===== config.mk =====
export PLATFORM = sky130hd
export DESIGN_NAME = pattern_response_misr
export DESIGN_NICKNAME = d
export VERILOG_FILES = /design/src/rtl/pattern_response_misr_pkg.sv /design/src/rtl/pattern_response_misr_misr_core.sv /design/src/rtl/pattern_response_misr.sv
export SDC_FILE = /design/constraint.sdc
export NUM_CORES = 1
export LEC_CHECK = 0
export ABC_AREA = 1
export BUFFER_PORTS_ARGS = -buffer_cell sky130_fd_sc_hd__buf_2
export CORE_MARGIN = 2
export CORE_UTILIZATION = 35
export DETAILED_ROUTE_END_ITERATION = 8
export SETUP_SLACK_MARGIN = 0.2
export SLEW_MARGIN = 25
export SYNTH_ARGS = -nofsm -noshare
export SYNTH_HDL_FRONTEND = slang
export SYNTH_SLANG_ARGS = --single-unit

===== constraint.sdc =====
create_clock -name blif_clk_net -period 1.98 [get_ports blif_clk_net]
set_input_delay 0.099 -clock blif_clk_net [delete_from_list [all_inputs] [get_ports blif_clk_net]]
set_output_delay 0.099 -clock blif_clk_net [all_outputs]
set_load 0.01 [all_outputs]

===== src/rtl/pattern_response_misr_pkg.sv =====
// Shared types and default constants for the response-side MISR compactor.
// The FSM state enum lives here so that the top and any debug tooling agree on the encoding.
package pattern_response_misr_pkg;

    typedef enum logic [1:0] {
        ST_IDLE  = 2'd0,
        ST_RUN   = 2'd1,
        ST_CHECK = 2'd2,
        ST_DONE  = 2'd3
    } state_e;

    // x^16 + x^5 + x^3 + x^2 + 1, bit i feeds sig[i]
    localparam logic [15:0] DEFAULT_POLY = 16'h002D;
    localparam logic [15:0] DEFAULT_SEED = 16'h0000;

endpackage


===== src/rtl/pattern_response_misr_misr_core.sv =====
// Combinational MISR step: shift left, fold the MSB back through the tap mask,
// then XOR in the response word (zero-extended into the low bits).
module misr_core #(
    parameter int                 RESP_W = 12,
    parameter int                 SIG_W  = 16,
    parameter logic [SIG_W-1:0]   POLY   = SIG_W'(16'h002D)
) (
    input  logic [SIG_W-1:0]  sig,
    input  logic [RESP_W-1:0] data,
    output logic [SIG_W-1:0]  sig_next
);

    logic [SIG_W-1:0] feedback;

    always_comb begin
        feedback = sig[SIG_W-1] ? POLY : '0;
        sig_next = {sig[SIG_W-2:0], 1'b0} ^ feedback ^ SIG_W'(data);
    end

endmodule


===== src/rtl/pattern_response_misr.sv =====
// Response compactor: accepts one CUT output word per beat into a MISR, counts beats,
// and compares the final signature with a golden value latched at start.
module pattern_response_misr
    import pattern_response_misr_pkg::*;
#(
    parameter int               RESP_W = 12,
    parameter int               SIG_W  = 16,
    parameter int               CNT_W  = 16,
    parameter logic [SIG_W-1:0] POLY   = SIG_W'(DEFAULT_POLY),
    parameter logic [SIG_W-1:0] SEED   = SIG_W'(DEFAULT_SEED)
) (
    input  logic              blif_clk_net,
    input  logic              blif_reset_net,
    input  logic              start,
    input  logic [CNT_W-1:0]  num_patterns,
    input  logic [SIG_W-1:0]  expected_sig,
    input  logic              resp_valid,
    input  logic [RESP_W-1:0] resp_data,
    output logic              resp_ready,
    output logic              busy,
    output logic              done,
    output logic              pass,
    output logic [SIG_W-1:0]  signature,
    output logic [CNT_W-1:0]  count
);

    state_e            state_q, state_d;
    logic [SIG_W-1:0]  sig_q, sig_d;
    logic [CNT_W-1:0]  count_q, count_d;
    logic [CNT_W-1:0]  num_q, num_d;
    logic [SIG_W-1:0]  exp_q, exp_d;
    logic              pass_q, pass_d;
    logic [SIG_W-1:0]  sig_next;

    misr_core #(
        .RESP_W (RESP_W),
        .SIG_W  (SIG_W),
        .POLY   (POLY)
    ) u_misr_core (
        .sig      (sig_q),
        .data     (resp_data),
        .sig_next (sig_next)
    );

    always_comb begin
        state_d = state_q;
        sig_d   = sig_q;
        count_d = count_q;
        num_d   = num_q;
        exp_d   = exp_q;
        pass_d  = pass_q;

        case (state_q)
            // A restart from DONE behaves exactly like a start from IDLE.
            ST_IDLE, ST_DONE: begin
                if (start) begin
                    sig_d   = SEED;
                    count_d = '0;
                    num_d   = num_patterns;
                    exp_d   = expected_sig;
                    pass_d  = 1'b0;
                    state_d = (num_patterns == '0) ? ST_CHECK : ST_RUN;
                end
            end
            ST_RUN: begin
                if (resp_valid) begin
                    sig_d   = sig_next;
                    count_d = count_q + CNT_W'(1);
                    if (count_q == num_q - CNT_W'(1)) begin
                        state_d = ST_CHECK;
                    end
                end
            end
            ST_CHECK: begin
                pass_d  = (sig_q == exp_q);
                state_d = ST_DONE;
            end
            default: state_d = ST_IDLE;
        endcase
    end

    always_ff @(posedge blif_clk_net or negedge blif_reset_net) begin
        if (!blif_reset_net) begin
            state_q <= ST_IDLE;
            sig_q   <= '0;
            count_q <= '0;
            num_q   <= '0;
            exp_q   <= '0;
            pass_q  <= 1'b0;
        end else begin
            state_q <= state_d;
            sig_q   <= sig_d;
            count_q <= count_d;
            num_q   <= num_d;
            exp_q   <= exp_d;
            pass_q  <= pass_d;
        end
    end

    always_comb begin
        resp_ready = (state_q == ST_RUN);
        busy       = (state_q == ST_RUN) || (state_q == ST_CHECK);
        done       = (state_q == ST_DONE);
        pass       = pass_q;
        signature  = sig_q;
        count      = count_q;
    end

endmodule


==> results of run 1 <==
[per-layer routing]
layer | part of all wire | vias up | GRT usage
met5 | 0 | - | 0
li1 | - | 1938 | -
met4 | 0.020 | 0 | 0.0723
met1 | 0.41 | 1833 | 0.240
met3 | 0.062 | 21 | 0.0579
met2 | 0.51 | 126 | 0.364
[placed cells by master, fill, tap and decap left out, types with 15 or more instances in the layout]
master and count:
buf_4 37, dfrtp_1 64, buf_2 83, o21ai_0 39, nand3_1 23, inv_1 57, xnor2_1 21, dlygate4sd3_1 26
nand2_1 156, nor2_1 15
[cell families (layout without fill, tap and decap cells)]
family,Yosys count,in the layout,synth area share
and+or+nand+nor,262,262,0.297
buffers and inverters,72,225,0.0710
AOI/OAI and AO/OA,71,71,0.102
DFF,67,67,0.440
xor gates and xnor gates,32,32,0.0736
adders and majority gates,5,5,0.0164
[worst min path at each step]
stage | startpoint | to
6_report | num_patterns[5] | num_q[5]
3_5_place_dp | blif_reset_net | num_q[8]
5_1_grt | num_patterns[5] | num_q[5]
2_1_floorplan | blif_reset_net | count[0]
3_3_place_gp | blif_reset_net | num_q[11]
4_1_cts | num_patterns[5] | num_q[5]
[power by group]
part           switching (W)  internal, W  total, W
clock               0.000553     0.000488   0.00104
sequential          0.000529      0.00185   0.00238
combinational        0.00234      0.00172   0.00406
total                0.00342      0.00405   0.00748
[sequential cells by signal (all words and copies together) (netlist names)]
name	cells
num_q	16
exp_q	16
state_q	2
count	16
pass	1
signature	16
[critical path: stages, from the launching register on]
cell and delay [ns]:
dfrtp_1 0.43, inv_2 0.08, ha_4 0.21, nand2_4 0.07, nand2_4 0.05, nor2_4 0.13
nand2_2 0.07, nor2_4 0.13, nand2_4 0.07, nor3_4 0.18, nand2_2 0.11, nor2_4 0.12
nand2_1 0.05, a21oi_1 0.13
[stage by stage]
stage / cell area, um^2 / instances / util
2_1_floorplan: 3830 / 509 / -
3_3_place_gp: 4530 / 740 / 0.422
3_5_place_dp: 4530 / 740 / 0.422
4_1_cts: 5150 / 792 / 0.479
5_1_grt: 5320 / 802 / 0.495
6_report: 5320 / 802 / 0.495
[final cells by class]
type	instances	area [um^2]	share of cell area
Clock buffer	10	138	0.0259
Clock inverter	5	38.8	0.00730
Inverter	61	229	0.0431
Multi-Input combinational cell	370	2060	0.387
Sequential cell	67	1680	0.316
Tap cell	140	175	0.0329
Timing Repair Buffer	149	996	0.187
[timing repair]
action	in CTS	in global routing
buffers inserted	11	10
hold endpoints to repair	49	0
hold buffers	26	0
gates cloned	0	0
endpoints found under the setup margin	12	21
pin swaps	11	17
gates resized for setup	28	27
==> impl_metrics.env, run 1 <==
export IMPL_outcome="finished clean"
export IMPL_r2r_end="count[12]"
export IMPL_clockBufferDepth=2
export IMPL_cts_buffers=9
export IMPL_cp_startpoint="state_q[0]"
export IMPL_rsz0062_at_grt="yes"
export IMPL_ys_seq_area_frac=0.440
export IMPL_die_h_um=108
export IMPL_initial_core_util=0.354
export IMPL_final_antenna_net_count=0
export IMPL_root_buffer="clkbuf_8"
export IMPL_post_synth_num_cell_types=29
export IMPL_synth_flop_cell="dfrtp_1"
export IMPL_cts_clk_slew_worst_paths_ns=0.08
export IMPL_yosys_top_cells_area="dfrtp_1 (44%), nand2_1 (16%), inv_1 (6.0%)"
export IMPL_ys_warn_count=0
export IMPL_die_area_um2=11700
export IMPL_drt_initial_drc_count=159
export IMPL_critPathKind="reg2reg"
export IMPL_syn_area_um2=3810
export IMPL_antenna_found_initial=0
export IMPL_grt_pass1_vias=3865
export IMPL_critPathMaxFanout=4
export IMPL_power_total_w=0.00748
export IMPL_htreeDepth=3
export IMPL_setup_viol=0
export IMPL_min_path_cells=3
export IMPL_tns_ns=0
export IMPL_fin_nets=711
export IMPL_routed_via_count=3918
export IMPL_synth_top_area_share=0.440
export IMPL_reg2regPathDepth=13
export IMPL_synthTopCellsByCount="nand2_1 (166), dfrtp_1 (67), inv_1 (61)"
export IMPL_layout_setup_ws_ns=0.0918
export IMPL_cp_required_ns=2.26
export IMPL_p_leak_nw=2.69
export IMPL_maxCapViolations=0
export IMPL_r2r_setup_slack_ns=0.09
export IMPL_cts_tree="yes"
export IMPL_dp_slack_ns=-0.00491
export IMPL_ys_seq_elements=67
export IMPL_max_freq_ghz=0.530
export IMPL_dp_hpwl_um=8360
export IMPL_cts_sinks=67
export IMPL_grt_remaining_overflow=0
export IMPL_tightest_slew_ns=0.641
export IMPL_grt_pass1_wl_um=18500
export IMPL_hold_violations=0
export IMPL_clock_latency_ns=0.35
export IMPL_postSynth_asyncResetShare=1.00
export IMPL_antenna_cells=0
export IMPL_irDropWorstVdd_mv=0.596
export IMPL_routedWlPerCell_um=14.5
export IMPL_die_w_um=108
export IMPL_port_buffer_count=83
export IMPL_yosys_area_top_type="dfrtp_1"
export IMPL_grt_use_total=0.206
export IMPL_r2r_start="state_q[0]"
export IMPL_period_minus_slack_ns=1.89
export IMPL_synth_most_common_cell="nand2_1"
export IMPL_coreArea_um2=10700
export IMPL_drtPass1Iterations=4
export IMPL_ioPinCount=84
export IMPL_avgSynthCellArea_um2=7.48
export IMPL_relSlewSlack=0.573
export IMPL_cp_arrival_ns=2.17
export IMPL_grt_max_degree=44
export IMPL_crit_path_end_kind="register"
export IMPL_rows=38
export IMPL_finalMaxSlewViolations=0
export IMPL_synth_edf_count=0
export IMPL_worstSetupStartpointType="register"
export IMPL_cellPowerDensity_nw_per_um2=1410
export IMPL_totalWireLength_um=11700
export IMPL_synth_fp_nets=562
export IMPL_syn_inst=509
export IMPL_post_route_period_util=0.954
export IMPL_drc=0
export IMPL_clock_skew_ns=0.0107
export IMPL_place_congestion=0.906
export IMPL_crit_end="count[12]"
export IMPL_hp_class="in2reg"
export IMPL_hold_ws_ns=0.0175
export IMPL_area_growth_pct=39.6
export IMPL_layout_drive_gt1_share=0.290
export IMPL_fill_cells=1105
export IMPL_routed_via_density=4.89
Power figures use the tool's default switching activity.
==> run 2, diff against run 1 <==
CORE_UTILIZATION = 49   (was 35)
PLACE_DENSITY = 0.76   (was not set)
==> run 2 against run 1 <==
  * Die area down 28%
  * Flip-flop and latch count unchanged
  * Combinational power down 3%
  * Critical path type is now in2reg
  * Worst setup slack better by 0.043 ns
  * Critical path depth down 5
  * Largest power group unchanged
  * Sequential share of layout area up 0.59 points
  * Global-route usage up 5.8 points
  * Register-to-register slack better by 0.04 ns
  * Sequential power about the same
==> impl_metrics.env, run 2 (synthesized netlist as in run 1, its figures left out) <==
export IMPL_tns_ns=0
export IMPL_crit_top_cell="nand2_1"
export IMPL_reg2regPathDepth=11
export IMPL_r2r_start="state_q[1]"
export IMPL_drt_initial_drc_count=181
export IMPL_hp_start="num_patterns[5]"
export IMPL_cp_cell_sequence="dlygate4sd3_1 -> buf_2 -> nor4_1 -> nand2_1 -> o31ai_1 -> nand2_1 -> nand3_1 -> nand2_1"
export IMPL_coreArea_um2=7610
export IMPL_final_cell_mix="nand2_1 (156), buf_2 (83), dfrtp_1 (62)"
export IMPL_p_leak_nw=2.64
export IMPL_hold_violations=0
export IMPL_critPathMaxFanout=2
export IMPL_fin_nets=699
export IMPL_place_congestion=0.886
export IMPL_tightest_slew_ns=0.664
export IMPL_root_buffer="clkbuf_8"
export IMPL_finalNonFillerCells=753
export IMPL_area_growth_pct=37.3
export IMPL_port_buffer_count=83
export IMPL_clockBufferDepth=2
export IMPL_drtPass1Iterations=5
export IMPL_cp_required_ns=2.22
export IMPL_cts_buffers=9
export IMPL_outcome="finished clean"
export IMPL_multi_input_area_um2=2030
export IMPL_cellPowerDensity_nw_per_um2=1480
export IMPL_totalWireLength_um=11200
export IMPL_routedWlPerCell_um=14.9
export IMPL_grt_use_total=0.264
export IMPL_ioPinCount=84
export IMPL_final_util=0.687
export IMPL_clock_latency_ns=0.35
export IMPL_grt_pass1_wl_um=17300
export IMPL_grt_max_degree=29
export IMPL_max_freq_ghz=0.542
export IMPL_seqCellArea_um2=1680
export IMPL_htreeDepth=3
export IMPL_r2r_setup_slack_ns=0.13
export IMPL_die_area_um2=8490
export IMPL_clock_skew_ns=0.00814
export IMPL_maxCapViolations=0
export IMPL_critPathMaxStageDelay_ns=0.60
export IMPL_irDropWorstVdd_mv=0.778
export IMPL_final_common_cell="nand2_1"
export IMPL_finalMaxSlewViolations=0
export IMPL_worstSetupStartpointType="input port"
export IMPL_post_route_period_util=0.932
export IMPL_grt_remaining_overflow=0
export IMPL_critPathSlowestCell="nor4_1"
export IMPL_grt_pass1_vias=3753
export IMPL_critPathKind="in2reg"
export IMPL_fill_cells=634
export IMPL_relSlewSlack=0.553
export IMPL_dp_hpwl_um=7820
export IMPL_routed_via_count=3953
export IMPL_routed_via_density=5.25
export IMPL_cts_sinks=67
export IMPL_min_path_cells=3
export IMPL_die_w_um=92.2
export IMPL_drc=0
export IMPL_rsz0062_at_grt="yes"
export IMPL_cp_arrival_ns=2.09
export IMPL_power_total_w=0.00773
export IMPL_initial_core_util=0.500
export IMPL_cts_clk_slew_worst_paths_ns=0.07
export IMPL_antenna_found_initial=0
export IMPL_holdPathEnd="num_q[5]"
export IMPL_die_h_um=92.2
export IMPL_period_minus_slack_ns=1.85
export IMPL_placed_cells=697
export IMPL_final_antenna_net_count=0
export IMPL_antenna_cells=0
export IMPL_r2r_end="count[13]"
export IMPL_crit_path_end_kind="register"
export IMPL_cts_tree="yes"
export IMPL_hp_class="in2reg"
export IMPL_rows=32
export IMPL_setup_viol=0
export IMPL_layout_drive_gt1_share=0.273
==> run 2: cell count changes in the layout (fill, tap and decap cells not counted), sizes merged <==
cell         previous run  this run
dlygate4sd3            26        24
clkinv                  3         0
inv                    62        61
buf                   123       113
clkbuf                 10        12
bufinv                  0         3
==> run 2: critical path: cells and delay by family <==
kind | cells | cell delay (ns)
AND/OR/NAND/NOR | 5 | 0.99
buffers and inverters | 2 | 0.67
AO/OA/AOI/OAI | 1 | 0.33
==> run 2: layout make-up <==
class | count | area share
repair buffers | 137 | 0.174
clock inverters | 4 | 0.0187
clock buffers | 12 | 0.0278
flip-flops and latches | 67 | 0.322
inverters | 61 | 0.0438
well taps | 102 | 0.0244
multi-input cells | 370 | 0.389
==> run 2: per-layer routing <==
layer  GRT usage  vias up  wire (um)
li1            -     1908          -
met2       0.485      177       5780
met3      0.0575       34        767
met1       0.300     1834       4300
met4      0.0933        0        372
met5           0        -          0
==> run 2: worst max path at each step <==
| stage | from | end |
|---|---|---|
| finish | num_patterns[13] | state_q[0] |
| global route | state_q[1] | count[12] |
| CTS | state_q[1] | count[12] |
| detailed placement | state_q[0] | count[12] |
| global placement | state_q[0] | count[13] |
| floorplan | state_q[0] | count[13] |
==> run 2: what timing repair did <==
item	4_1_cts	5_1_grt
resized for setup	26	26
hold buffers	24	0
setup buffers	7	9
hold endpoints to repair	39	0
gates cloned	0	0
pin swaps	9	11
setup endpoints to repair	11	15
==> run 2: where the power goes <==
group | internal, W | leakage, nW | switching, W
clock network | 0.000872 | 0.117 | 0.000527
logic | 0.00164 | 1.66 | 0.00229
registers | 0.00186 | 0.863 | 0.000550
==> run 2: metrics by stage <==
stage	instance area [um^2]	worst slack, ns	hold slack (ns)
2_1_floorplan	3830	0.137	-0.197
3_3_place_gp	4460	0.118	0.0627
4_1_cts	5070	0.0998	0.000949
6_report	5230	0.134	0.0102
5_1_grt	5230	0.00660	0.0249
3_5_place_dp	4460	0.0311	0.0704
